$ cat src/rtl/branch_cond_unit.sv
// -----------------------------------------------------------------------------
// branch_cond_unit
//
// Two-stage pipelined branch-condition and target unit. It sits between
// register-read and PC-select.
//   Stage 1 (s1_*_q)  : captures the request (mode, operands, pc, offset).
//   Stage 2 (out_*_q) : holds the evaluated condition, the target, the operand
//                       XOR and the illegal-mode flag.
// A saturating counter records how many taken branches were delivered to the
// consumer.
//
// Ports
//   clk, rst      : clock (rising edge) and synchronous active-high reset
//   flush         : kills both pipeline stages at the next edge
//   in_valid/in_ready, in_mode, in_x, in_y, in_pc, in_offset : request side
//   out_valid/out_ready, out_taken, out_target, out_diff, out_err : result side
//   taken_count   : saturating count of delivered taken branches
//
// Handshake: a transfer happens on a rising edge where valid && ready are both
// high. A producer must keep valid and its payload stable until that edge. The
// result payload on out_* is held stable while out_valid && !out_ready.
//
// Mode codes: 000 BEQ, 001 BNE, 010 BLT (signed), 011 BGE (signed),
//             100 BLTU, 101 BGEU, 110/111 illegal (not taken, err set).
// -----------------------------------------------------------------------------
module branch_cond_unit #(
  parameter int WIDTH     = 16,
  parameter int PC_WIDTH  = 16,
  parameter int OFF_WIDTH = 8,
  parameter int CNT_WIDTH = 16
) (
  input  logic                 clk,
  input  logic                 rst,
  input  logic                 flush,
  input  logic                 in_valid,
  output logic                 in_ready,
  input  logic [2:0]           in_mode,
  input  logic [WIDTH-1:0]     in_x,
  input  logic [WIDTH-1:0]     in_y,
  input  logic [PC_WIDTH-1:0]  in_pc,
  input  logic [OFF_WIDTH-1:0] in_offset,
  output logic                 out_valid,
  input  logic                 out_ready,
  output logic                 out_taken,
  output logic [PC_WIDTH-1:0]  out_target,
  output logic [WIDTH-1:0]     out_diff,
  output logic                 out_err,
  output logic [CNT_WIDTH-1:0] taken_count
);

  localparam logic [2:0] MODE_BEQ  = 3'b000;
  localparam logic [2:0] MODE_BNE  = 3'b001;
  localparam logic [2:0] MODE_BLT  = 3'b010;
  localparam logic [2:0] MODE_BGE  = 3'b011;
  localparam logic [2:0] MODE_BLTU = 3'b100;
  localparam logic [2:0] MODE_BGEU = 3'b101;

  localparam logic [CNT_WIDTH-1:0] CNT_MAX = {CNT_WIDTH{1'b1}};

  // Stage 1 registers
  logic                 s1_valid_q;
  logic [2:0]           s1_mode_q;
  logic [WIDTH-1:0]     s1_x_q;
  logic [WIDTH-1:0]     s1_y_q;
  logic [PC_WIDTH-1:0]  s1_pc_q;
  logic [OFF_WIDTH-1:0] s1_off_q;

  // Stage 2 / output registers
  logic                 out_valid_q;
  logic                 out_taken_q;
  logic [PC_WIDTH-1:0]  out_target_q;
  logic [WIDTH-1:0]     out_diff_q;
  logic                 out_err_q;
  logic [CNT_WIDTH-1:0] taken_count_q;

  // Stage 2 next-state values
  logic                 taken_d;
  logic                 err_d;
  logic [PC_WIDTH-1:0]  target_d;
  logic [WIDTH-1:0]     diff_d;

  logic                 eq;
  logic                 lt_s;
  logic                 lt_u;
  logic [PC_WIDTH-1:0]  pc_plus1;
  logic [PC_WIDTH-1:0]  off_sext;

  logic                 accept;
  logic                 out_fire;
  logic                 load_out;

  // in_ready also depends on out_ready so a full pipe still streams at one
  // request per cycle when the consumer is draining.
  assign in_ready = !rst && !flush && (!s1_valid_q || !out_valid_q || out_ready);
  assign accept   = in_valid && in_ready;
  assign out_fire = out_valid_q && out_ready;
  // Flush suppresses the reload, so a result delivered on a flush cycle is
  // not replaced by the (killed) stage-1 entry.
  assign load_out = s1_valid_q && (!out_valid_q || out_ready) && !flush;

  // Compare and target arithmetic, all on stage-1 registers.
  assign diff_d   = s1_x_q ^ s1_y_q;
  assign eq       = (s1_x_q == s1_y_q);
  assign lt_s     = ($signed(s1_x_q) < $signed(s1_y_q));
  assign lt_u     = (s1_x_q < s1_y_q);
  assign pc_plus1 = s1_pc_q + {{(PC_WIDTH-1){1'b0}}, 1'b1};
  assign off_sext = {{(PC_WIDTH-OFF_WIDTH){s1_off_q[OFF_WIDTH-1]}}, s1_off_q};

  always_comb begin
    taken_d = 1'b0;
    err_d   = 1'b0;
    case (s1_mode_q)
      MODE_BEQ:  taken_d = eq;
      MODE_BNE:  taken_d = !eq;
      MODE_BLT:  taken_d = lt_s;
      MODE_BGE:  taken_d = !lt_s;
      MODE_BLTU: taken_d = lt_u;
      MODE_BGEU: taken_d = !lt_u;
      default:   err_d   = 1'b1;
    endcase
    // Sum wraps modulo 2^PC_WIDTH by construction.
    target_d = taken_d ? (pc_plus1 + off_sext) : pc_plus1;
  end

  // Stage 1
  always_ff @(posedge clk) begin
    if (rst) begin
      s1_valid_q <= 1'b0;
      s1_mode_q  <= '0;
      s1_x_q     <= '0;
      s1_y_q     <= '0;
      s1_pc_q    <= '0;
      s1_off_q   <= '0;
    end else if (flush) begin
      s1_valid_q <= 1'b0;
    end else if (accept) begin
      s1_valid_q <= 1'b1;
      s1_mode_q  <= in_mode;
      s1_x_q     <= in_x;
      s1_y_q     <= in_y;
      s1_pc_q    <= in_pc;
      s1_off_q   <= in_offset;
    end else if (load_out) begin
      s1_valid_q <= 1'b0;
    end
  end

  // Stage 2 / output
  always_ff @(posedge clk) begin
    if (rst) begin
      out_valid_q  <= 1'b0;
      out_taken_q  <= 1'b0;
      out_target_q <= '0;
      out_diff_q   <= '0;
      out_err_q    <= 1'b0;
    end else if (flush) begin
      out_valid_q  <= 1'b0;
    end else if (load_out) begin
      out_valid_q  <= 1'b1;
      out_taken_q  <= taken_d;
      out_target_q <= target_d;
      out_diff_q   <= diff_d;
      out_err_q    <= err_d;
    end else if (out_fire) begin
      out_valid_q  <= 1'b0;
    end
  end

  // Taken counter: counts deliveries, including one made on a flush cycle.
  always_ff @(posedge clk) begin
    if (rst) begin
      taken_count_q <= '0;
    end else if (out_fire && out_taken_q && (taken_count_q != CNT_MAX)) begin
      taken_count_q <= taken_count_q + {{(CNT_WIDTH-1){1'b0}}, 1'b1};
    end
  end

  assign out_valid   = out_valid_q;
  assign out_taken   = out_taken_q;
  assign out_target  = out_target_q;
  assign out_diff    = out_diff_q;
  assign out_err     = out_err_q;
  assign taken_count = taken_count_q;

endmodule
$ cat config.mk
export PLATFORM = sky130hd
export DESIGN_NAME = branch_cond_unit
export DESIGN_NICKNAME = d
export VERILOG_FILES = /design/src/rtl/branch_cond_unit.sv
export SDC_FILE = /design/constraint.sdc
export NUM_CORES = 1
export LEC_CHECK = 0
export ABC_AREA = 0
export CELL_PAD_IN_SITES_DETAIL_PLACEMENT = 0
export CELL_PAD_IN_SITES_GLOBAL_PLACEMENT = 1
export CORE_MARGIN = 2
export CORE_UTILIZATION = 38
export CTS_CLUSTER_SIZE = 10
export DETAILED_ROUTE_END_ITERATION = 12
export PLACE_DENSITY_LB_ADDON = 0.3
export SLEW_MARGIN = 20
export SYNTH_ARGS = -nofsm -noshare
export SYNTH_HDL_FRONTEND = slang
export SYNTH_SLANG_ARGS = --single-unit
$ cat constraint.sdc
create_clock -name clk -period 3.4 [get_ports clk]
set_input_delay 0.85 -clock clk [delete_from_list [all_inputs] [get_ports clk]]
set_output_delay 0.85 -clock clk [all_outputs]
set_load 0.01 [all_outputs]
==> results of run 1 <==
-- per-stage QoR --
stage | area [µm²] | instances | total power, mW
final | 7410 | 983 | 2.98
after CTS | 7400 | 983 | 3.02
after floorplan | 5760 | 700 | 1.65
after global routing | 7410 | 983 | 3.12
after global placement | 7060 | 967 | 1.81
after detailed placement | 7060 | 967 | 1.82
-- metal layers --
layer	wire, µm	vias up	global-route usage, %
met5	0	-	0
met4	235	0	6.14
met3	508	17	3.02
met2	6940	99	31.9
met1	6900	2362	23.5
li1	-	2639	-
-- layout make-up --
| class | instances | area [µm²] |
|---|---|---|
| multi-input combinational | 528 | 3290 |
| tap | 184 | 230 |
| clock buffer | 10 | 239 |
| clock inverter | 6 | 101 |
| inverter | 21 | 78.8 |
| sequential | 111 | 2220 |
| fill | 1407 | 7240 |
| timing repair buffer | 123 | 1250 |
-- power by group through the flow --
stage / registers, mW / clock network [mW] / logic, mW
4_1_cts: 1.36 / 1.23 / 0.428
2_1_floorplan: 1.39 / 0 / 0.259
3_3_place_gp: 1.39 / 0 / 0.418
6_report: 1.36 / 1.19 / 0.423
3_5_place_dp: 1.39 / 0 / 0.426
5_1_grt: 1.37 / 1.28 / 0.466
-- final timing paths --
| path | start | endpoint | depth (start not counted) | slack, ns |
|---|---|---|---|---|
| setup / recovery | out_ready | in_ready | 4 | 0.24 |
| hold / removal | s1_y_q[4] | s1_y_q[4] | 2 | 0.46 |
| setup reg to reg | s1_pc_q[0] | out_target[15] | 12 | 0.35 |
| hold reg to reg | s1_y_q[4] | s1_y_q[4] | 2 | 0.46 |
-- synth_stat cells, types with 3 or more instances --
cell / number
nor2b_1: 3
buf_6: 3
nand4_1: 11
nand3_2: 3
nand2_1: 139
a211oi_1: 21
o21ai_1: 12
o21ai_0: 7
and2_1: 3
nor3b_1: 3
a311oi_1: 4
and3_1: 4
nand3_1: 25
xnor2_1: 22
clkbuf_1: 34
o21a_1: 3
and4_1: 6
a311oi_2: 9
a21o_1: 4
nor3_1: 8
dfxtp_1: 111
inv_1: 21
or3_1: 5
a21oi_1: 82
nand2b_1: 3
nor2_1: 57
ha_1: 34
xor2_1: 18
o211ai_1: 3
-- cells by family after synthesis --
group / count (synthesis)
simple gates: 281
compound gates: 169
flops: 111
buf+inv: 61
xor+xnor: 40
fa+ha+maj: 35
mux: 3
-- timing repair --
item	in CTS	in global routing
resized for setup	0	1
endpoints found under the setup margin	0	1
hold buffers	0	0
-- critical path, stage by stage --
cell and delay, ns:
clkdlybuf4s50_1 0.48, nor2b_1 0.10, a211oi_1 0.30, clkdlybuf4s50_1 0.59
-- registers in the layout (all words and copies together) (netlist names) --
signal	flops
out_valid	1
s1_valid_q	1
out_target	16
out_err	1
out_diff	16
s1_x_q	16
s1_pc_q	16
taken_count	16
s1_y_q	16
s1_mode_q	3
out_taken	1
s1_off_q	8
==> metrics.yaml, run 1 <==
status: "completed"
first_iter_violations: 239
die_x_um: 127
cts-root-buf: "clkbuf_16"
synthAdderAreaFrac_pct: 7.74
cts_sinks: 111
p_switching_mw: 0.768
netSwitchingFraction_pct: 25.7
syn_avg_cell_area_um2: 8.23
finalSetupViolations: 0
dp_hpwl_um: 10800
synth_compound_area_share_pct: 20.0
arrival_ns: 2.31
maxSlewViolCount: 0
slew_headroom_pct: 46.3
ios: 116
finalWorstSetupSlack_ns: 0.243
async_flop_share_pct: 0
synth.mux.area_fraction_pct: 0.608
rsz0062_at_grt: "no"
clockPowerShare_pct: 40.1
wl_per_cell_um: 14.8
initial_core_util_pct: 39.3
combPwrFrac_pct: 14.2
yosys.area.top_type: "dfxtp_1"
fp.dieH_um: 127
drc_errors: 0
start_kind: "primary input"
nets: 893
dr.pass1.iters: 4
yosys.area_share.simple_pct: 22.5
dpl_worst_slack_ns: 0.230
globalplace.congestion: 0.868
syn_nets: 799
grt_pass1_vias: 5012
yosys.area_share.xor_xnor_pct: 6.08
cts_setup_buffers: 0
finalHoldViolCount: 0
seqPwrFrac_pct: 45.7
power_density_nw_per_um2: 402
via_count: 5117
clk_latency_ns: 0.36
ys.flop_type: "dfxtp_1"
cp_max_fo: 5
clockBufferDepth: 2
post-route-util_pct: 50.6
syn_inst: 700
critical_path_class: "in2out"
period_share_pct: 92.8
synth_edf_count: 0
diodes: 0
p_int_mw: 2.21
die_area_um2: 16200
cts_tree: "yes"
clk_pin_slew_worst_paths_ns: 0.07
synth-seq-cells: 111
cap_violations: 0
port_buffers: 115
htree_levels: 3
cts_buffers: 9
core-area_um2: 14600
ant_nets: 0
layout_commonest_cell: "nand2_1"
synth_top_cell_area_share_pct: 38.6
tns_ns: 0
area_delta_synth_final_pct: 28.6
fmax_mhz: 317
min_period_ns: 3.16
synth_cell_types: 67
viasPerCell: 5.21
skew_ns: 0.0116
syn_area_um2: 5760
antenna_found_initial: 0
synth_top_family_by_area: "simple AND/OR/NAND/NOR gates"
ir_drop_uv: 295
power.leakage_nw: 2.66
yosys_warnings: 0
worstMarginPinSlew_ns: 0.805
rows: 44
grt_max_degree: 73
grtUsageTotal_pct: 18.4
layout_common_cells: "138 x nand2_1, 114 x clkdlybuf4s50_1, 111 x dfxtp_1"
gr-total-overflow: 0
hold_ws_ns: 0.458
ys_top_cells_by_area: "dfxtp_1 39%, nand2_1 9.1%, ha_1 7.4%"
ys_seq_area_share_pct: 38.6
required_ns: 2.55
drt-total-wl_um: 14600
drive_above_1_share_pct: 7.38
min_path_type: "reg2reg"
grt_pass1_wl_um: 24300
crit_path_end_kind: "output pin"
(Power assumes the default switching activity.)
==> inputs of run 2 (changes only) <==
--- a/config.mk
+++ b/config.mk
@@ -9,9 +9,10 @@
 export CELL_PAD_IN_SITES_DETAIL_PLACEMENT = 0
 export CELL_PAD_IN_SITES_GLOBAL_PLACEMENT = 1
 export CORE_MARGIN = 2
-export CORE_UTILIZATION = 38
+export CORE_UTILIZATION = 47
 export CTS_CLUSTER_SIZE = 10
 export DETAILED_ROUTE_END_ITERATION = 12
+export DONT_BUFFER_PORTS = 1
 export PLACE_DENSITY_LB_ADDON = 0.3
 export SLEW_MARGIN = 20
 export SYNTH_ARGS = -nofsm -noshare
==> metrics.yaml, run 2 (same netlist as run 1, synthesis figures left out) <==
status: "completed"
cts_setup_buffers: 0
rsz0062_at_grt: "no"
rows: 40
power.leakage_nw: 2.18
fmax_mhz: 333
clk_pin_slew_worst_paths_ns: 0.07
layout.cells.non_filler: 828
grt_pass1_wl_um: 22200
critPathBufInv: 0
ctsHoldBuffers: 0
fp.dieH_um: 115
drive_above_1_share_pct: 7.78
cts_sinks: 111
skew_ns: 0.00614
antenna_found_initial: 0
drc_errors: 0
tns_ns: 0
power_density_nw_per_um2: 440
gr-total-overflow: 0
required_ns: 3.67
critical_path.cell_chain: "ha_1, nand3_1, nor2_1, nand2_1, xnor2_1, ha_1, nand3_1, o31ai_1, o21a_1, xor2_1, o21ai_1, a311oi_2"
grt_max_degree: 117
design_area_um2: 6110
area_delta_synth_final_pct: 6.04
grtUsageTotal_pct: 21.2
cap_violations: 0
cts_buffers: 9
first_iter_violations: 302
globalplace.congestion: 0.909
finalHoldViolCount: 0
cp_slowest_cell: "o31ai_1"
cts-root-buf: "clkbuf_16"
layout_commonest_cell: "nand2_1"
clk_latency_ns: 0.36
maxSlewViolCount: 0
dpl_worst_slack_ns: 0.441
via_count: 4730
die_area_um2: 13200
critical_path_class: "reg2reg"
cts_tree: "yes"
cp_max_fo: 6
viasPerCell: 5.71
placed_cells_incl_taps: 812
start_kind: "register"
core-area_um2: 12000
clockBufferDepth: 2
min_path_type: "reg2reg"
die_x_um: 115
final.fill_count: 1181
dr.pass1.iters: 4
slew_headroom_pct: 44.6
nets: 775
wl_per_cell_um: 16.5
crit_path_end_kind: "register"
ios: 116
initial_core_util_pct: 48.1
cts_resized: 0
arrival_ns: 3.27
period_share_pct: 88.3
dp_hpwl_um: 9850
ir_drop_uv: 226
hold_ws_ns: 0.458
place_area_um2: 5820
critPathMaxStageDelay_ns: 0.42
layout_common_cells: "138 x nand2_1, 111 x dfxtp_1, 82 x a21oi_1"
diodes: 0
finalWorstSetupSlack_ns: 0.398
htree_levels: 3
drt-total-wl_um: 13700
grt_pass1_vias: 4458
finalSetupViolations: 0
worstMarginPinSlew_ns: 0.820
cp_top_family: "compound AO/OA/AOI/OAI gates"
ant_nets: 0
min_period_ns: 3.00
port_buffers: 0
## run 2: cell type report
cell class                 instances  area [µm²]  share of cell area [%]
clock inverter                     5        41.3                   0.676
timing repair buffer               5        50.0                   0.820
tap                              147         184                    3.01
multi-input combinational        528        3290                    53.8
sequential                       111        2220                    36.4
inverter                          21        78.8                    1.29
clock buffer                      11         243                    3.98
## run 2: worst register-to-register path: stages (launching register included)
cell	delay (ns)
dfxtp_1	0.39
ha_1	0.21
nand3_1	0.14
nor2_1	0.29
nand2_1	0.11
xnor2_1	0.15
ha_1	0.38
nand3_1	0.09
o31ai_1	0.42
o21a_1	0.23
xor2_1	0.15
o21ai_1	0.09
a311oi_2	0.26
## run 2: report_power, final
group          leakage [nW]  switching [mW]  internal (mW)  total [mW]
sequential            0.900          0.0378           1.34        1.37
combinational          1.15           0.179          0.111       0.290
clock                 0.138           0.498          0.525        1.02
## run 2: layer usage
metal,up-vias,track usage [%],wire [µm]
met5,-,0,0
met2,110,34.6,6490
met1,2196,27.6,6320
met4,0,7.97,217
met3,16,4.34,669
li1,2408,-,-
## run 2: final timing paths
kind                            slack (ns)  depth (start not counted)        from             end
worst min register to register        0.46                          2   s1_x_q[0]       s1_x_q[0]
worst max-delay path                  0.40                         12  s1_pc_q[0]  out_target[13]
worst min-delay path                  0.46                          2   s1_x_q[0]       s1_x_q[0]
worst max register to register        0.40                         12  s1_pc_q[0]  out_target[13]
## run 2: stage by stage
step | total power [mW] | utilization (%)
floorplan | 1.65 | -
global placement | 1.69 | 48.7
detailed placement | 1.69 | 48.7
CTS | 2.71 | 51.0
global route | 2.81 | 51.0
finish | 2.69 | 51.0
==> RTL change: new RTL, config.mk and constraints of run 2 <==
Register the inputs `in_mode` and `in_offset` before use, with the module's reset. The logic sees them one clock later. The other inputs are not delayed to match.
--- a/src/rtl/branch_cond_unit.sv
+++ b/src/rtl/branch_cond_unit.sv
@@ -56,6 +56,19 @@
   localparam logic [2:0] MODE_BGEU = 3'b101;
 
   localparam logic [CNT_WIDTH-1:0] CNT_MAX = {CNT_WIDTH{1'b1}};
+
+  logic [2:0] in_mode_q;
+  logic [OFF_WIDTH-1:0] in_offset_q;
+
+  always_ff @(posedge clk) begin
+    if (rst) begin
+      in_mode_q   <= '0;
+      in_offset_q <= '0;
+    end else begin
+      in_mode_q   <= in_mode;
+      in_offset_q <= in_offset;
+    end
+  end
 
   // Stage 1 registers
   logic                 s1_valid_q;
@@ -135,11 +148,11 @@
       s1_valid_q <= 1'b0;
     end else if (accept) begin
       s1_valid_q <= 1'b1;
-      s1_mode_q  <= in_mode;
+      s1_mode_q  <= in_mode_q;
       s1_x_q     <= in_x;
       s1_y_q     <= in_y;
       s1_pc_q    <= in_pc;
-      s1_off_q   <= in_offset;
+      s1_off_q   <= in_offset_q;
     end else if (load_out) begin
       s1_valid_q <= 1'b0;
     end
Behaviour: not the same (a bounded check fails within 4 cycles, from zero or initial values and one cycle with rst high).
==> RTL change against run 2 <==
Worst setup slack worse by 0.27 ns; area after synthesis up 4.8%; count of clock-buffer cells in the layout increased by 10; cell area up 11%; sequential cell count increased by 11; wire length increased by 7.5%; total power up 31%; sequential share of layout area fell by 0.30 points; clock power rose by 70%; largest cell class unchanged; largest power group is now clock.
==> RTL change: results (changes against run 2) <==
[status]
outcome = finished clean  ; unchanged

[detailed_routing]
vias_per_cell = 5.62  ; was 5.71
wl_met2_mm = 7.34  ; was 6.49 mm
drt_iter0_markers = 270  ; was 302
dr.max_layer_used = met4  ; unchanged
wl_met3_um = 779  ; was 669 um
wire_per_inst_um = 16.4  ; was 16.5 um
wl_met1_mm = 6.42  ; was 6.32 mm

[hold_path]
whs_path_depth = 2  ; unchanged
hp-start = in_offset_q[2]  ; was s1_x_q[0]
hold_end = s1_off_q[2]  ; was s1_x_q[0]

[synthesis]
synth_compound_area_frac = 0.185  ; was 0.200
ys_top_cells_by_count = nand2_1, dfxtp_1, a21oi_1  ; unchanged
yosysSeqAreaShare = 0.405  ; was 0.386
muxShareOfSynthArea = 0.00685  ; was 0.00608
synth_fa_ha_area_frac = 0.0738  ; was 0.0774
syn_nets = 825  ; was 799
synthDistinctLibCells = 71  ; was 67
netlist_top_cells_area = dfxtp_1, nand2_1, ha_1, a21oi_1, nor2_1  ; unchanged
synth_xor_area_frac = 0.0537  ; was 0.0608

[global_route]
grt_pass1_vias = 4722  ; was 4458
track_usage = 0.219  ; was 0.212
grt_pass1_wl_mm = 23.0  ; was 22.2 mm
grtUsageMet2 = 0.373  ; was 0.346
grtUsageMet1 = 0.256  ; was 0.276
use_met3 = 0.0752  ; was 0.0434

[worst_setup_path]
r2r_start = s1_pc_q[4]  ; was s1_pc_q[0]
critical-path-top-delay-family = simple AND/OR/NAND/NOR gates  ; was compound AO/OA/AOI/OAI gates
setup.worst_path.end = out_target[15]  ; was out_target[13]
crit_fanout = 4  ; was 6
critical_path.slowest_cell = or4b_1  ; was o31ai_1
critPathArrivalTime_ns = 3.60  ; was 3.27 ns
critical_path.max_stage_delay_ns = 0.50  ; was 0.42 ns
crit_start = s1_pc_q[4]  ; was s1_pc_q[0]
r2r_slack_ns = 0.13  ; was 0.40 ns

[timing]
holdWs_ns = 0.432  ; was 0.458 ns
maxSlewHeadroom = 0.533  ; was 0.446
layout_worst_path_cycle_share = 0.962  ; was 0.883
fin_skew_ns = 0.0108  ; was 0.00614 ns

[placed_design]
dp_hpwl_mm = 9.96  ; was 9.85 mm
place_area_mm2 = 0.00617  ; was 0.00582 mm^2
dp_slack_ns = 0.102  ; was 0.441 ns

[pwr]
p_leak_uw = 0.00254  ; was 0.00218 uW
vdd_drop_max_v = 0.000333  ; was 0.000226 V

[clock_tree]
htreeDepth = 4  ; was 3
cts_root_buffer = clkbuf_16  ; unchanged
numCtsBuffers = 17  ; was 9
clk_pin_slew_ns = 0.05  ; was 0.07 ns
clk-insertion-delay-late_ns = 0.42  ; was 0.36 ns

[finish]
layout.nets = 812  ; was 775
nFillCells = 1190  ; was 1181
drive_above_1_share = 0.101  ; was 0.0778

RTL change: cell types whose count changed in the layout (fill, tap and decap cells not counted), moves of 4 or more:
cell | run 2 | this run
nand3_1 | 25 | 29
a21oi_1 | 82 | 75
clkinv_2 | 1 | 6
buf_4 | 4 | 9
nor2_1 | 57 | 53
and3_1 | 4 | 15
clkbuf_16 | 9 | 17
nor2b_1 | 3 | 14
xnor2_1 | 22 | 17
dfxtp_1 | 111 | 121
RTL change: power breakdown:
part | total (uW) | leakage (uW) | internal, uW | switching, uW
combinational | 280 | 0.00127 | 107 | 173
sequential | 1510 | 0.000992 | 1470 | 36.2
clock | 1730 | 0.000284 | 1120 | 614
RTL change: tightest hold or removal path: cells and delay by family (launching register included):
kind | cells | cell delay [ns]
AOI/OAI and AO/OA | 1 | 0.05
DFF | 1 | 0.29
and+or+nand+nor | 1 | 0.05
RTL change: per-stage QoR:
step / utilization / TNS (ns) / std cells / power (uW)
floorplan: - / 0 / 726 / 1770
global placement: 0.491 / 0 / 866 / 1810
detailed placement: 0.491 / 0 / 866 / 1820
CTS: 0.536 / 0 / 896 / 3560
global route: 0.539 / -0.0270 / 896 / 3660
finish: 0.539 / 0 / 896 / 3520
RTL change: cell families after synthesis:
logic type	Yosys count
xor gates and xnor gates	37
AOI/OAI and AO/OA	163
adders and majority gates	35
muxes	4
and+or+nand+nor	301
buffers and inverters	64
DFF	122
RTL change: layout make-up:
cell class | count | area (um^2) | area share
Tap cell | 172 | 215 | 0.0318
Multi-Input combinational cell | 540 | 3370 | 0.498
Inverter | 22 | 82.6 | 0.0122
Timing Repair Buffer | 10 | 87.6 | 0.0129
Clock buffer | 21 | 470 | 0.0695
Clock inverter | 9 | 97.6 | 0.0144
Sequential cell | 122 | 2440 | 0.361
